[src/rtl/gemm_pkg.sv]
// Shared types and constants for the GEMM feed path.
//   feed_state_e : skew feeder control states
//   ZeroVec      : zero constant, sliced to the element width where a zero element is needed
package gemm_pkg;

    typedef enum logic [1:0] {
        StIdle  = 2'd0,
        StFeed  = 2'd1,
        StDrain = 2'd2
    } feed_state_e;

    // Wide enough for any realistic element width; users take the low DATA_WIDTH bits.
    localparam int unsigned ZeroWidth = 1024;
    localparam logic [ZeroWidth-1:0] ZeroVec = '0;

endpackage

[src/rtl/skew_feeder_if.sv]
// Tile/stream interface of the skew feeder.
//   start, len        : tile request (len vectors), from the master
//   in_valid, in_data : unskewed row vector stream, from the master
//   in_ready          : feeder accepts a vector this cycle
//   out_data          : skewed vector towards the array
//   out_valid         : out_data updated on the previous edge
//   busy, done        : tile in progress / one-cycle completion pulse
interface skew_feeder_if #(
    parameter int unsigned DATA_WIDTH = 32,
    parameter int unsigned NUM        = 4,
    parameter int unsigned MAX_LEN    = 256
);
    localparam int unsigned LW = $clog2(MAX_LEN + 1);

    logic                             start;
    logic [LW-1:0]                    len;
    logic                             in_valid;
    logic                             in_ready;
    logic [NUM-1:0][DATA_WIDTH-1:0]   in_data;
    logic [NUM-1:0][DATA_WIDTH-1:0]   out_data;
    logic                             out_valid;
    logic                             busy;
    logic                             done;

    modport master (
        output start, len, in_valid, in_data,
        input  in_ready, out_data, out_valid, busy, done
    );

    modport slave (
        input  start, len, in_valid, in_data,
        output in_ready, out_data, out_valid, busy, done
    );

endinterface

[src/rtl/skew_delay_line.sv]
// One lane of the skew: a DEPTH-stage shift register that moves only when enabled.
//   clk, rst  : clock, synchronous active-high reset
//   enable    : shift one stage
//   clear     : zero every stage (start of a tile)
//   data_in   : element entering stage 0
//   data_out  : element leaving the last stage
module skew_delay_line #(
    parameter int unsigned DATA_WIDTH = 32,
    parameter int unsigned DEPTH      = 1
) (
    input  logic                  clk,
    input  logic                  rst,
    input  logic                  enable,
    input  logic                  clear,
    input  logic [DATA_WIDTH-1:0] data_in,
    output logic [DATA_WIDTH-1:0] data_out
);

    logic [DATA_WIDTH-1:0] stage_q [DEPTH];

    always_ff @(posedge clk) begin
        if (rst || clear) begin
            for (int k = 0; k < DEPTH; k++) begin
                stage_q[k] <= '0;
            end
        end else if (enable) begin
            stage_q[0] <= data_in;
            for (int k = 1; k < DEPTH; k++) begin
                stage_q[k] <= stage_q[k-1];
            end
        end
    end

    assign data_out = stage_q[DEPTH-1];

endmodule

[src/rtl/skew_feeder.sv]
// Skews row vectors for a systolic array: lane i is delayed by i+1 advances, so element i
// of vector n appears on out_data[i] after advance n+i. A tile of len vectors takes
// len+NUM-1 advances: len accepted vectors, then NUM-1 drain advances of zeros.
//   clk, rst : clock, synchronous active-high reset
//   bus      : skew_feeder_if slave (start/len, in_* stream, out_*, busy, done)
module skew_feeder
    import gemm_pkg::*;
#(
    parameter int unsigned DATA_WIDTH = 32,
    parameter int unsigned NUM        = 4,
    parameter int unsigned MAX_LEN    = 256
) (
    input  logic          clk,
    input  logic          rst,
    skew_feeder_if.slave  bus
);

    localparam int unsigned LW = $clog2(MAX_LEN + 1);
    localparam int unsigned CW = $clog2(NUM);
    localparam logic [CW-1:0] DrainLast = CW'(NUM - 2);

    feed_state_e   state_q;
    logic [LW-1:0] len_q;
    logic [LW-1:0] cnt_q;
    logic [CW-1:0] drain_q;
    logic          out_valid_q;
    logic          done_q;

    logic                           advance;
    logic                           clear;
    logic [NUM-1:0][DATA_WIDTH-1:0] lane_in;
    logic [NUM-1:0][DATA_WIDTH-1:0] lane_out;

    assign bus.in_ready = (state_q == StFeed);
    assign advance      = (bus.in_valid && bus.in_ready) || (state_q == StDrain);
    // Lines start every tile from zero so the leading edge of the skew is clean.
    assign clear        = (state_q == StIdle) && bus.start && (bus.len != '0);

    // Drain pushes zeros; in FEED the lanes only move on an accepted vector.
    always_comb begin
        for (int i = 0; i < NUM; i++) begin
            lane_in[i] = (state_q == StFeed) ? bus.in_data[i] : ZeroVec[DATA_WIDTH-1:0];
        end
    end

    for (genvar g = 0; g < NUM; g++) begin : g_lane
        skew_delay_line #(
            .DATA_WIDTH (DATA_WIDTH),
            .DEPTH      (g + 1)
        ) u_line (
            .clk      (clk),
            .rst      (rst),
            .enable   (advance),
            .clear    (clear),
            .data_in  (lane_in[g]),
            .data_out (lane_out[g])
        );
    end

    always_ff @(posedge clk) begin
        if (rst) begin
            state_q     <= StIdle;
            len_q       <= '0;
            cnt_q       <= '0;
            drain_q     <= '0;
            out_valid_q <= 1'b0;
            done_q      <= 1'b0;
        end else begin
            out_valid_q <= advance;
            done_q      <= 1'b0;
            unique case (state_q)
                StIdle: begin
                    if (bus.start) begin
                        if (bus.len != '0) begin
                            state_q <= StFeed;
                            len_q   <= bus.len;
                            cnt_q   <= '0;
                        end else begin
                            // Empty tile completes immediately.
                            done_q <= 1'b1;
                        end
                    end
                end
                StFeed: begin
                    if (advance) begin
                        if (cnt_q + LW'(1) == len_q) begin
                            state_q <= StDrain;
                            cnt_q   <= '0;
                            drain_q <= '0;
                        end else begin
                            cnt_q <= cnt_q + LW'(1);
                        end
                    end
                end
                StDrain: begin
                    if (drain_q == DrainLast) begin
                        // Lines up with out_valid of the last drain advance.
                        state_q <= StIdle;
                        drain_q <= '0;
                        done_q  <= 1'b1;
                    end else begin
                        drain_q <= drain_q + CW'(1);
                    end
                end
                default: state_q <= StIdle;
            endcase
        end
    end

    assign bus.out_data  = lane_out;
    assign bus.out_valid = out_valid_q;
    assign bus.done      = done_q;
    assign bus.busy      = (state_q != StIdle);

endmodule

[src/flat_wrapper.sv]
// flat-port wrapper written by rule: the top's interface ports become plain ports
module skew_feeder_flat import gemm_pkg::*;
#(
    parameter int unsigned DATA_WIDTH = 32,
    parameter int unsigned NUM        = 4,
    parameter int unsigned MAX_LEN    = 256
)
  (clk, rst, bus_start, bus_len, bus_in_valid, bus_in_data, bus_in_ready, bus_out_data, bus_out_valid, bus_busy, bus_done);
  skew_feeder_if #(.DATA_WIDTH(DATA_WIDTH), .NUM(NUM), .MAX_LEN(MAX_LEN)) bus_i ();
  input  logic clk;
  input  logic rst;
  input wire logic [$bits(bus_i.start)-1:0] bus_start;
  input wire logic [$bits(bus_i.len)-1:0] bus_len;
  input wire logic [$bits(bus_i.in_valid)-1:0] bus_in_valid;
  input wire logic [$bits(bus_i.in_data)-1:0] bus_in_data;
  output wire logic [$bits(bus_i.in_ready)-1:0] bus_in_ready;
  output wire logic [$bits(bus_i.out_data)-1:0] bus_out_data;
  output wire logic [$bits(bus_i.out_valid)-1:0] bus_out_valid;
  output wire logic [$bits(bus_i.busy)-1:0] bus_busy;
  output wire logic [$bits(bus_i.done)-1:0] bus_done;
  assign bus_i.start = bus_start;
  assign bus_i.len = bus_len;
  assign bus_i.in_valid = bus_in_valid;
  assign bus_i.in_data = bus_in_data;
  assign bus_in_ready = bus_i.in_ready;
  assign bus_out_data = bus_i.out_data;
  assign bus_out_valid = bus_i.out_valid;
  assign bus_busy = bus_i.busy;
  assign bus_done = bus_i.done;
  skew_feeder #(.DATA_WIDTH(DATA_WIDTH), .NUM(NUM), .MAX_LEN(MAX_LEN)) u_core (.clk(clk), .rst(rst), .bus(bus_i));
endmodule
[config.mk]
export PLATFORM = sky130hd
export DESIGN_NAME = skew_feeder_flat
export DESIGN_NICKNAME = d
export VERILOG_FILES = /design/src/rtl/gemm_pkg.sv /design/src/rtl/skew_feeder_if.sv /design/src/rtl/skew_delay_line.sv /design/src/rtl/skew_feeder.sv /design/src/flat_wrapper.sv
export SDC_FILE = /design/constraint.sdc
export NUM_CORES = 1
export LEC_CHECK = 0
export CAP_MARGIN = 20
export CORE_UTILIZATION = 30
export DETAILED_ROUTE_END_ITERATION = 10
export PLACE_DENSITY = 0.57
export SLEW_MARGIN = 20
export SYNTH_ARGS = -nofsm -noshare
export SYNTH_HDL_FRONTEND = slang
export SYNTH_HIERARCHICAL = 1
export SYNTH_SLANG_ARGS = --single-unit
[constraint.sdc]
create_clock -name clk -period 12.6 [get_ports clk]
set_clock_uncertainty 0.05 [all_clocks]
set_input_delay 2.52 -clock clk [delete_from_list [all_inputs] [get_ports clk]]
set_output_delay 2.52 -clock clk [all_outputs]
set_load 0.05 [all_outputs]
[Yosys cells after proc, flatten, opt, wreduce, memory -nomap -nowiden]
Memory sizes are Yosys's and may differ from the RTL's.
Index checks and enable logic that the tools add are counted.
Cells by class
  add/subtract/negate cells: 2
  equal/unequal tests: 9
  muxes and demuxes: 39
  bitwise operators: 9
  reduce and logical (&&, ||, !) cells: 15
Operator list (count)
  $mux 32: 14
  $mux 9: 4
  $reduce_or 32->1: 1
  $pmux 9 s2: 1
  $mux 2: 8
  $ne 2x2->1 const B: 5
  $add 9x1->9 const B: 1
  $eq 9x9->1: 1
  $mux 1: 9
  $or 1x1->1: 9
  $reduce_bool 9->1: 1
  $pmux 2 s3: 1
  $reduce_and 3->1: 2
  $reduce_bool 2->1: 3
  $reduce_and 5->1: 1
  $eq 2x2->1 const B: 2
  $pmux 2 s2: 1
  $reduce_and 4->1: 1
  $logic_and 1x1->1: 3
  $add 2x1->2 const B: 1
  $eq 2x1->1 const B: 1
  $logic_not 2->1: 1
  $logic_or 1x1->1: 2
  $pmux 1 s2: 1
Storage, ports and cells
  bits in registers: 24
  RAM bits: 320
  output and inout bits: 132
  memories kept: 4
Memories
  u_core.g_lane[3].u_line.stage_q: depth 4, bits a word 32, rd ports 4, clocked after memory_dff 0, write ports 4, RTL line skew_delay_line.sv:19  | logic [DATA_WIDTH-1:0] stage_q [DEPTH];
  u_core.g_lane[2].u_line.stage_q: depth 3, bits a word 32, rd ports 3, clocked after memory_dff 0, write ports 3, RTL line skew_delay_line.sv:19
  u_core.g_lane[1].u_line.stage_q: depth 2, bits a word 32, rd ports 2, clocked after memory_dff 0, write ports 2, RTL line skew_delay_line.sv:19
  u_core.g_lane[0].u_line.stage_q: depth 1, bits a word 32, rd ports 1, clocked after memory_dff 0, write ports 1, RTL line skew_delay_line.sv:19

[Depth between registers and ports, before layout]
  word-level depth: 8
  gate-level depth with buffers: 6

[Modules after synthesis]
Netlist, hierarchy kept.
By module, submodules not included
  skew_delay_line (u_core.g_lane[3].u_line): times used 1, cells each 299, area each 5694.2 sq um, seq. area each 3843.7 sq um
  skew_delay_line (u_core.g_lane[2].u_line): times used 1, cells each 255, area each 4548.1 sq um, seq. area each 2882.8 sq um
  skew_delay_line (u_core.g_lane[1].u_line): times used 1, cells each 182, area each 3062.9 sq um, seq. area each 1921.8 sq um
  skew_feeder: times used 1, cells each 300, area each 2303.5 sq um, seq. area each 480.5 sq um
  skew_delay_line (u_core.g_lane[0].u_line): times used 1, cells each 74, area each 1453.9 sq um, seq. area each 960.9 sq um

[Worst setup path before layout]
Ideal clock, no wire load.
  path kind: input-to-reg
  from: in bus_len[5]
  to: mem u_core.g_lane[3].u_line.stage_q[0][0] (enable)
  data arrival time: 6.340 ns
  data required time: 12.056 ns
  setup slack: 5.716 ns
  stages on the path: 5
  buffers on the path: 2
  cell sequence: nor4_1 -> a311oi_1 -> buf_4 -> buf_4 -> or3_1
RTL lines
  start: declaration: RTL line flat_wrapper.sv:13  | input wire logic [$bits(bus_i.len)-1:0] bus_len;
  end: declaration: RTL line skew_delay_line.sv:19

==> flow_summary_export.csv <==
group,metric,value,unit
layout,syn2layout_area_growth,23.4,%
yosys,avgSynthCellArea,15.4,sq um
sta,fin_crit,5.68,ns
yosys,synth_nets,1252,
place,dp.cells,1966,
yosys,ys.flop_type,"edfxtp_1",
sta,fmax,176,MHz
yosys,synthArstFlopShare,0,%
detailed_routing,drt-total-wl,37600,um
detailed_routing,wire_per_inst,18.4,um
detailed_routing,detail-route-antenna-nets,0,
sta,holdWs,0.439,ns
place,dp_hpwl,22100,um
worst_setup_path,cp.arrival,5.80,ns
clock_tree,cts_sinks,344,
clock_tree,cts_root_buffer,"clkbuf_16",
global_routing,grt_max_degree,116,
floorplanning,rows,87,
floorplanning,coreArea,56300,sq um
yosys,synth_edf_count,320,
yosys,synth_cells,1110,
clock_tree,post_cts_resized,0,
pwr,leakagePower,7.66,nW
sta,setup_viol,0,
yosys,synth_area,17100,sq um
pwr,ir_drop,82.8,uV
floorplanning,pin_count,273,
pwr,p_per_area,140,nW/um^2
yosys,synth-seq-cells,344,
layout,finalNonFillerCells,2044,
worst_setup_path,cp.required,12.73,ns
sta,finalCritPeriodShare,45.1,%
clock_tree,cts_hold_buf,0,
sta,drv_slew,0,
sta,rsz0062_at_grt,"no",
global_routing,grt_pass1_vias,9695,
worst_setup_path,end_kind,"flop",
yosys,ys_types,57,
place,place_area,19700,sq um
run,max_cap_violations,0,
yosys,ys_warn_count,6,
worst_setup_path,crit_fanout,91,
layout,nNetsFinal,1397,
clock_tree,post-cts-setup-buffers,0,
min_path,hold_path.class,"reg -> reg",
floorplanning,die_y,240,um
layout,postLayoutCellArea,21100,sq um
worst_setup_path,cp-start-kind,"input port",
clock_tree,cts_tree,"done",
floorplanning,fp.dieW,240,um
detailed_routing,vias,9610,
layout,drive_gt1_share,24.9,%
detailed_routing,drt_iter0_drc,594,
clock_tree,numCtsBuffers,43,
worst_setup_path,path_class,"in -> reg",
clock_tree,clock_latency,0.58,ns
global_routing,grt_antenna_before_repair,4,
pwr,design_power_total,2.95,mW
global_routing,grt_pass1_wl,57300,um
global_routing,overflow,0,
floorplanning,start_util,30.3,%
sta,slew_headroom,32.3,%
clock_tree,htree_num_levels,2,
layout,regArea,10100,sq um
place,place_congestion,0.758,
yosys,ys_seq_area_share,59.1,%
floorplanning,dieArea,57800,sq um
clock_tree,clkTransAtPathRegs,0.05,ns
place,io_buffer_count,272,
clock_tree,clockBufferDepth,3,
sta,worst_pin_slew,1.02,ns
detailed_routing,firstDrtPassIters,4,
run_status,status,"completed",
layout,nFillCells,5284,
sta,finalHoldViolCount,0,
global_routing,grt.total_usage,12.8,%
detailed_routing,drc,0,
detailed_routing,avgViaCountPerCell,4.70,
sta,setup_tns,0,ns
layout,multi_input_area,5850,sq um
==> metrics by stage <==
stage                     setup WS [ns]  util, %
after floorplan                    5.72        -
after detailed placement           6.30     35.1
final                              6.92     37.4
after CTS                          6.90     37.4
after global placement             6.38     35.1
after global routing               6.73     37.4
==> flip-flops by register name, summed over array words and instances (netlist names) <==
signal and flops:
u_core/state_q 2, u_core/bus.out_valid 1, u_core/bus.done 1, u_core/len_q 9
u_core/drain_q 2, u_core/cnt_q 9, u_core/g_lane.u_line/stage_q 320
==> per-layer routing <==
metal	global-route usage, %	routed length (um)
met5	0	23
met4	4.38	909
met3	3.09	1850
met2	20.0	17500
met1	17.3	17400
==> cells in the mapped netlist (7+ instances only) <==
library cell | count | area (sq um)
and4bb_1 | 94 | 1180
buf_4 | 77 | 578
buf_2 | 57 | 285
and4bb_2 | 213 | 2670
and2_1 | 129 | 807
nor2_1 | 18 | 67.6
clkbuf_1 | 40 | 150
buf_6 | 11 | 124
edfxtp_1 | 320 | 9610
dfxtp_1 | 24 | 480
nand2_1 | 19 | 71.3
nor4bb_4 | 7 | 175
mux2i_1 | 9 | 90.1
==> critical path: stages <==
cell	delay, ns
clkdlybuf4s50_1	0.48
nor3_1	0.09
a311oi_4	0.33
buf_4	0.66
or3_4	0.75
buf_4	0.83
==> logic make-up after synthesis <==
logic type	after synthesis	share of synthesized area (%)
AO/OA/AOI/OAI	31	1.63
XOR/XNOR	12	0.748
adder cells (fa/ha/maj)	1	0.0733
buffers and inverters	190	6.82
flip-flops	344	59.1
multiplexers	9	0.528
AND/OR/NAND/NOR	523	31.1
==> area by class of cell <==
class                   count  area share [%]
repair buffers            287            13.5
clock inverters            22           0.867
clock buffers              55            5.42
diodes                      1          0.0119
well taps                 756            4.49
flip-flops and latches    344            47.9
inverters                   3          0.0535
multi-input cells         576            27.8
==> path summary, 6_finish.rpt <==
path / startpoint / end / slack [ns] / cells past startpoint
min reg2reg: u_core/cnt_q[1] / u_core/cnt_q[1] / 0.44 / 2
max reg2reg: u_core/state_q[0] / u_core/g_lane[2].u_line/stage_q[0][73] / 8.89 / 6
min: u_core/cnt_q[1] / u_core/cnt_q[1] / 0.44 / 2
max: bus_len[0] / u_core/g_lane[3].u_line/stage_q[2][3] / 6.92 / 6
==> cell usage in the layout, fill, tap and decap left out, types with 7 or more instances in the layout <==
cell type        instances
nor2_1                  18
and2_1                 129
nand2_1                 18
and4bb_2               213
buf_4                   15
mux2i_1                  9
clkinv_1                 7
edfxtp_1               320
clkbuf_1                10
clkdlybuf4s50_1        271
clkbuf_16               43
dfxtp_1                 24
nor4bb_4                 7
and4bb_1                94
==> power by group <==
part	total, mW	internal (mW)	switching, mW
registers	1.37	1.34	0.0247
logic	0.425	0.160	0.265
clock network	1.16	0.665	0.494
total	2.95	2.17	0.783
(Power assumes the default switching activity.)
